### src/rtl/rr_grant_ctl.sv
// ============================================================================
// Module   : rr_grant_ctl
// Purpose  : Four-way round-robin grant controller with a watchdog on tenure
//            and one dead cycle between owners.
// Revision : 1.0
// ============================================================================
`default_nettype none

module rr_grant_ctl #(
  parameter int TIMEOUT = 16
) (
  input  logic       clk,
  input  logic       reset,
  input  logic [3:0] req,
  input  logic [3:0] done,
  output logic [3:0] grant,
  output logic [1:0] grant_id,
  output logic       busy,
  output logic       timeout
);

  localparam logic [7:0] c_timeout = 8'(TIMEOUT);

  typedef enum logic [1:0] {
    S_IDLE    = 2'd0,
    S_GRANT   = 2'd1,
    S_RELEASE = 2'd2
  } state_t;

  state_t     r_state, w_state_nxt;
  logic [3:0] r_grant, w_grant_nxt;
  logic [1:0] r_grant_id, w_grant_id_nxt;
  logic       r_busy;
  logic       r_timeout, w_timeout_nxt;
  logic [7:0] r_cnt, w_cnt_nxt;
  logic [1:0] r_last, w_last_nxt;

  logic [1:0] w_winner;
  logic       w_any_req;
  logic       w_own_done;
  logic       w_own_req;
  logic       w_expired;

  // Rotating priority: first set request at or after last+1, wrapping.
  always_comb begin
    logic       found;
    logic [1:0] idx;
    w_winner = r_last;
    found    = 1'b0;
    for (int i = 1; i <= 4; i++) begin
      idx = r_last + 2'(i);
      if (!found && req[idx]) begin
        w_winner = idx;
        found    = 1'b1;
      end
    end
  end

  assign w_any_req  = |req;
  assign w_own_done = done[r_grant_id];
  assign w_own_req  = req[r_grant_id];
  assign w_expired  = (r_cnt == c_timeout);

  always_comb begin
    w_state_nxt    = r_state;
    w_grant_nxt    = r_grant;
    w_grant_id_nxt = r_grant_id;
    w_timeout_nxt  = 1'b0;
    w_cnt_nxt      = r_cnt;
    w_last_nxt     = r_last;
    case (r_state)
      S_IDLE, S_RELEASE: begin
        w_grant_nxt = 4'b0000;
        if (w_any_req) begin
          w_state_nxt    = S_GRANT;
          w_grant_nxt    = 4'b0001 << w_winner;
          w_grant_id_nxt = w_winner;
          w_cnt_nxt      = 8'd1;
        end else begin
          w_state_nxt = S_IDLE;
        end
      end
      S_GRANT: begin
        if (w_own_done || !w_own_req || w_expired) begin
          w_state_nxt   = S_RELEASE;
          w_grant_nxt   = 4'b0000;
          w_last_nxt    = r_grant_id;
          // A completion in the final cycle wins over the watchdog.
          w_timeout_nxt = w_expired && !w_own_done;
        end else begin
          w_cnt_nxt = r_cnt + 8'd1;
        end
      end
      default: begin
        w_state_nxt    = S_IDLE;
        w_grant_nxt    = 4'b0000;
        w_grant_id_nxt = 2'd0;
        w_cnt_nxt      = 8'd0;
      end
    endcase
  end

  always_ff @(posedge clk) begin
    if (reset) begin
      r_state    <= S_IDLE;
      r_grant    <= 4'b0000;
      r_grant_id <= 2'd0;
      r_busy     <= 1'b0;
      r_timeout  <= 1'b0;
      r_cnt      <= 8'd0;
      r_last     <= 2'd3;
    end else begin
      r_state    <= w_state_nxt;
      r_grant    <= w_grant_nxt;
      r_grant_id <= w_grant_id_nxt;
      r_busy     <= |w_grant_nxt;
      r_timeout  <= w_timeout_nxt;
      r_cnt      <= w_cnt_nxt;
      r_last     <= w_last_nxt;
    end
  end

  assign grant    = r_grant;
  assign grant_id = r_grant_id;
  assign busy     = r_busy;
  assign timeout  = r_timeout;

endmodule

`default_nettype wire
### config.mk
export PLATFORM = sky130hd
export DESIGN_NAME = rr_grant_ctl
export DESIGN_NICKNAME = d
export VERILOG_FILES = /design/src/rtl/rr_grant_ctl.sv
export SDC_FILE = /design/constraint.sdc
export NUM_CORES = 1
export LEC_CHECK = 0
export BUFFER_PORTS_ARGS = -buffer_cell sky130_fd_sc_hd__buf_2
export CORE_UTILIZATION = 40
export CTS_CLUSTER_DIAMETER = 120
export DETAILED_ROUTE_END_ITERATION = 8
export GPL_TIMING_DRIVEN = 0
export HOLD_SLACK_MARGIN = 0.06
export PLACE_DENSITY = 0.63
export REMOVE_ABC_BUFFERS = 1
export SYNTH_ARGS = -nofsm -noshare
export SYNTH_HDL_FRONTEND = slang
export SYNTH_SLANG_ARGS = --single-unit
### constraint.sdc
create_clock -name clk -period 3.14 [get_ports clk]
set_input_delay 0.157 -clock clk [delete_from_list [all_inputs] [get_ports clk]]
set_output_delay 0.157 -clock clk [all_outputs]
set_load 0.01 [all_outputs]
== Yosys cells after proc, flatten, opt, wreduce, memory -nomap -nowiden ==
Cells that the tools add are included.

* Register bits: 20
* Latch bits: 0
* Memory bits (writable): 0
* Bits in read-only memories: 0
* Memories kept: 0

* Add/sub/neg operators: 4
* Multiply operators: 0
* Divide/modulo/power cells: 0
* Magnitude comparators: 5
* Equal/unequal tests: 6
* Shift operators: 1
* Muxes and demuxes: 30
* Bitwise gates (word level): 2
* Reductions and logical operators: 19

{| class="wikitable"
|+ Operators by type and width
! operator !! count
|-
| $mux W8 || 2
|-
| $pmux W8 S2 || 1
|-
| $lt A2 B3 Y1 const B || 5
|-
| $bmux W1 S2 || 6
|-
| $mux W2 || 6
|-
| $mux W1 || 10
|-
| $add A8 B1 Y8 const B || 1
|-
| $eq A8 B5 Y1 const B || 1
|-
| $mux W4 || 2
|-
| $pmux W2 S2 || 2
|-
| $pmux W4 S2 || 1
|-
| $reduce_or A4 Y1 || 2
|-
| $ne A2 B2 Y1 const B || 3
|-
| $reduce_and A2 Y1 || 3
|-
| $logic_not A1 Y1 || 5
|-
| $add A2 B2 Y2 const B || 2
|-
| $logic_and A1 B1 Y1 || 4
|-
| $shl A1 B2 Y4 const A || 1
|-
| $reduce_or A3 Y1 || 1
|-
| $add A2 B1 Y2 const B || 1
|-
| $eq A2 B1 Y1 const B || 1
|-
| $eq A2 B2 Y1 const B || 1
|-
| $logic_not A2 Y1 || 1
|-
| $logic_or A1 B1 Y1 || 2
|-
| 2 further kinds || 3
|}

== Logic depth before layout (Yosys ltp) ==
* Depth after elaboration: 17
* Mapped depth: 6
* Depth with buffers taken out: 6

== Worst setup path after synthesis ==
Ideal clock, no wire load.

* Path type: register -> register
* Start: reg r_grant_id[0] (netlist: grant_id[0])
* End: reg r_cnt[7]
* Setup time: 72 ps
* Arrival time: 1721 ps
* Required time: 3068 ps
* Path slack: 1347 ps
* Cell stages (with the launch flop): 5
* Path buffers: 0
* Period minus slack after synthesis: 1793 ps
* Cell sequence: dfxtp_1 > mux4_2 > nand2b_4 > a2111oi_4 > mux2i_1

* Cells in the longest elaborated chain, start to end: 7
* Elaborated cells between the ends (all ways): 9
* Classes of those cells: eq/ne: 1; mux: 4; reduce/logical: 4

{| class="wikitable"
|+ Ends and longest elaborated chain
! element !! line !! RTL
|-
| start: declaration || 32 || <nowiki>logic [1:0] r_grant_id, w_grant_id_nxt;</nowiki>
|-
| start signal: assignment || 115 || <nowiki>r_grant_id <= w_grant_id_nxt;</nowiki>
|-
| $bmux W1 S2 || 61 || <nowiki>assign w_own_req = req[r_grant_id];</nowiki>
|-
| $mux W1 (not written as such) || 61 ||
|-
| $logic_not A1 Y1 || 84 || <nowiki>if (w_own_done || !w_own_req || w_expired) begin</nowiki>
|-
| $logic_or A1 B1 Y1 * (2 in series) || 84 ||
|-
| $ne A2 B2 Y1 (no line) * || n/a ||
|-
| $reduce_and A2 Y1 (no line) * || n/a ||
|-
| end signal: assignment || 118 || <nowiki>r_cnt <= w_cnt_nxt;</nowiki>
|-
| end: declaration || 35 || <nowiki>logic [7:0] r_cnt, w_cnt_nxt;</nowiki>
|}

Every way passes the cells marked *; elsewhere a longest branch is shown, timed or not. The select of a mux whose other input is x is not followed.
A chain may end at the register's enable or synchronous reset.

== Final worst setup path ==
* Start: reg r_cnt[0]
* End: reg r_last[0]

* Cells in the longest elaborated chain, start to end: 3

{| class="wikitable"
|+ Ends and longest elaborated chain
! element !! line !! RTL
|-
| $eq A8 B5 Y1 || 62 || <nowiki>assign w_expired = (r_cnt == c_timeout);</nowiki>
|-
| $logic_or A1 B1 Y1 || 84 ||
|-
| $reduce_and A2 Y1 (no line) || n/a ||
|-
| end signal: assignment || 119 || <nowiki>r_last <= w_last_nxt;</nowiki>
|-
| end: declaration || 36 || <nowiki>logic [1:0] r_last, w_last_nxt;</nowiki>
|}

No other way between the ends.

==> results.json <==
{
  "status": "complete, no violations",
  "postCtsSetupRepairBufs": 0,
  "die_h_um": 56.2,
  "ys_ff_latch": 20,
  "start_kind": "flip-flop",
  "die_x_um": 56.2,
  "worstPathRequired_ns": 3.37,
  "pre_cts_ws_ns": 1.25,
  "syn_area_per_cell_um2": 8.91,
  "tns_ns": 0,
  "clk_latency_ns": 0.30,
  "cts_buffer_depth": 2,
  "cap_violations": 0,
  "insertedDiodeCount": 0,
  "setup_ws_ns": 1.23,
  "grt_use_met1_pct": 23.7,
  "grt.busiest_layer": "met2",
  "power.leakage_uw": 0.000513,
  "core_um2": 2780,
  "final_area_um2": 1300,
  "synth_cell_types": 44,
  "grt_pass1_wl_mm": 4.51,
  "fin_crit_ns": 1.91,
  "slew_viol_final": 0,
  "vias": 1036,
  "setup_viol": 0,
  "worstPathMaxFanout": 7,
  "rsz0062_at_grt": "false",
  "max_freq_ghz": 0.523,
  "fillers": 283,
  "cts_buffers": 3,
  "nets": 161,
  "drc": 0,
  "relSlewSlack_pct": 69.8,
  "syn_inst": 132,
  "ys_async_sr_fraction_pct": 0,
  "p_per_area_nw_per_um2": 426,
  "antenna_found_initial": 0,
  "hold_viol": 0,
  "cts_hold_buf": 0,
  "end_kind": "flip-flop",
  "fin_crit_sh_pct": 60.9,
  "grt_usage_pct": 18.1,
  "drtIter0Drc": 32,
  "wire_per_inst_um": 14.6,
  "synth-edff-count": 0,
  "clockRootBuffer": "clkbuf_4",
  "netlist.area_leader.share_pct": 34.0,
  "routed_wl_mm": 2.60,
  "overflow": 0,
  "initial_core_util_pct": 42.3,
  "ant_nets": 0,
  "drive_gt1_share_pct": 18.4,
  "hold_path_class": "in2reg",
  "place_area_um2": 1280,
  "first_pass_iters": 4,
  "crit_arrival_ns": 2.14,
  "cts_tree": "done",
  "cts_sinks": 20,
  "syn_area_um2": 1180,
  "portBuffers": 17,
  "clkTransAtPathRegs_ns": 0.12,
  "cts_resized": 0,
  "place_congestion": 0.800,
  "ys_seq_area_share_pct": 34.0,
  "grt_pass1_vias": 1008,
  "die-area_um2": 3160,
  "pin_count": 18,
  "htreeDepth": 1,
  "synth.top_cells.by_area": "dfxtp_1 (34%), mux2i_1 (6.0%), nand2_1 (4.5%)",
  "worst_pin_slew_ns": 0.453,
  "hpwl_mm": 1.99,
  "vdd.ir_drop.worst_mv": 0.272,
  "grtUsageMet2_pct": 28.9,
  "synth_area_leader_cell": "dfxtp_1",
  "yosys_warnings": 0,
  "syn_to_final_growth_pct": 10.6,
  "core.rowCount": 19,
  "skew_ns": 0.00529,
  "grtUsageMet3_pct": 2.56,
  "viasPerCell": 5.82,
  "crit_type": "reg2reg",
  "synth_ff_type": "dfxtp_1",
  "grt_max_degree": 12
}
[power by group]
part	internal (uW)	switching [uW]	leakage [uW]	total [uW]
registers	271	21.0	0.000163	292
clock network	44.7	80.4	0.0000138	125
logic	58.6	78.1	0.000336	137
total	375	179	0.000513	554
[path summary, 6_finish.rpt]
check,cells past startpoint,from,slack (ns),end
setup / recovery,6,r_cnt[0],1.23,r_last[0]
hold / removal,2,reset,0.20,r_state[0]
setup reg to reg,6,r_cnt[0],1.23,r_last[0]
hold reg to reg,2,r_cnt[7],0.48,r_cnt[7]
[registers in the layout (all words and copies together) (netlist names)]
signal	cells
grant_id	2
busy	1
r_last	2
r_cnt	8
r_state	2
grant	4
timeout	1
[placed cells by master, fill, tap and decap left out, types with 2 or more instances in the layout]
master     instances
nor4b_1            2
ha_1               2
a211oi_1           2
nand2b_1           6
buf_2             17
dfxtp_1           20
and3_1             3
nand3b_1           2
a21oi_1            7
a211o_1            2
nand2_1           14
clkbuf_4           3
a22o_1             2
nand3_1            3
nor2_1            11
or4_1              2
o21ai_0            3
mux2i_1            7
a31oi_1            2
a21o_1             3
nor4_1             2
nand4_1            2
o211ai_1           2
o2bb2ai_1          2
and2_1             2
inv_1              5
nor3_1             2
[cell usage after synthesis (3+ instances only)]
library cell / n
inv_1: 5
a21o_1: 3
and3_1: 3
mux2i_1: 7
nand3_1: 3
clkbuf_1: 3
o21ai_0: 3
dfxtp_1: 20
a21oi_1: 7
nor2_1: 11
nand2b_1: 6
nand2_1: 14
[cells by family after synthesis]
| group | Yosys count | synth area share (%) |
|---|---|---|
| and+or+nand+nor | 58 | 28.7 |
| AOI/OAI and AO/OA | 33 | 21.6 |
| DFF | 20 | 34.0 |
| buffers and inverters | 10 | 3.40 |
| muxes | 9 | 10.1 |
| adders and majority gates | 2 | 2.13 |
[stage by stage]
step,hold WS (ns),total power (uW),std cells,utilization [%]
floorplan,0.226,391,127,-
global placement,0.458,430,175,46.0
detailed placement,0.466,434,175,46.0
CTS,0.180,559,178,46.8
global route,0.201,587,178,46.8
finish,0.199,554,178,46.8
[layer usage]
layer	share of wire [%]	routed length, um
met1	48	1250
met3	3.2	83
met5	0	0
met2	47	1220
met4	1.5	38
[worst max-delay path, cell delays in order, from the launching register on]
cell and delay (ns):
dfxtp_1 0.35, inv_1 0.10, ha_1 0.14, nor4b_1 0.34
nand3_1 0.33, a21oi_1 0.34, mux2i_1 0.24
[area by class of cell]
type / instances / area (um2) / area share [%]
Inverter: 5 / 18.8 / 1.44
Tap cell: 31 / 38.8 / 2.98
Clock buffer: 3 / 22.5 / 1.73
Sequential cell: 20 / 400 / 30.8
Timing Repair Buffer: 17 / 85.1 / 6.54
Multi-Input combinational cell: 102 / 736 / 56.5
No activity file was read; power rests on OpenSTA's default activity.
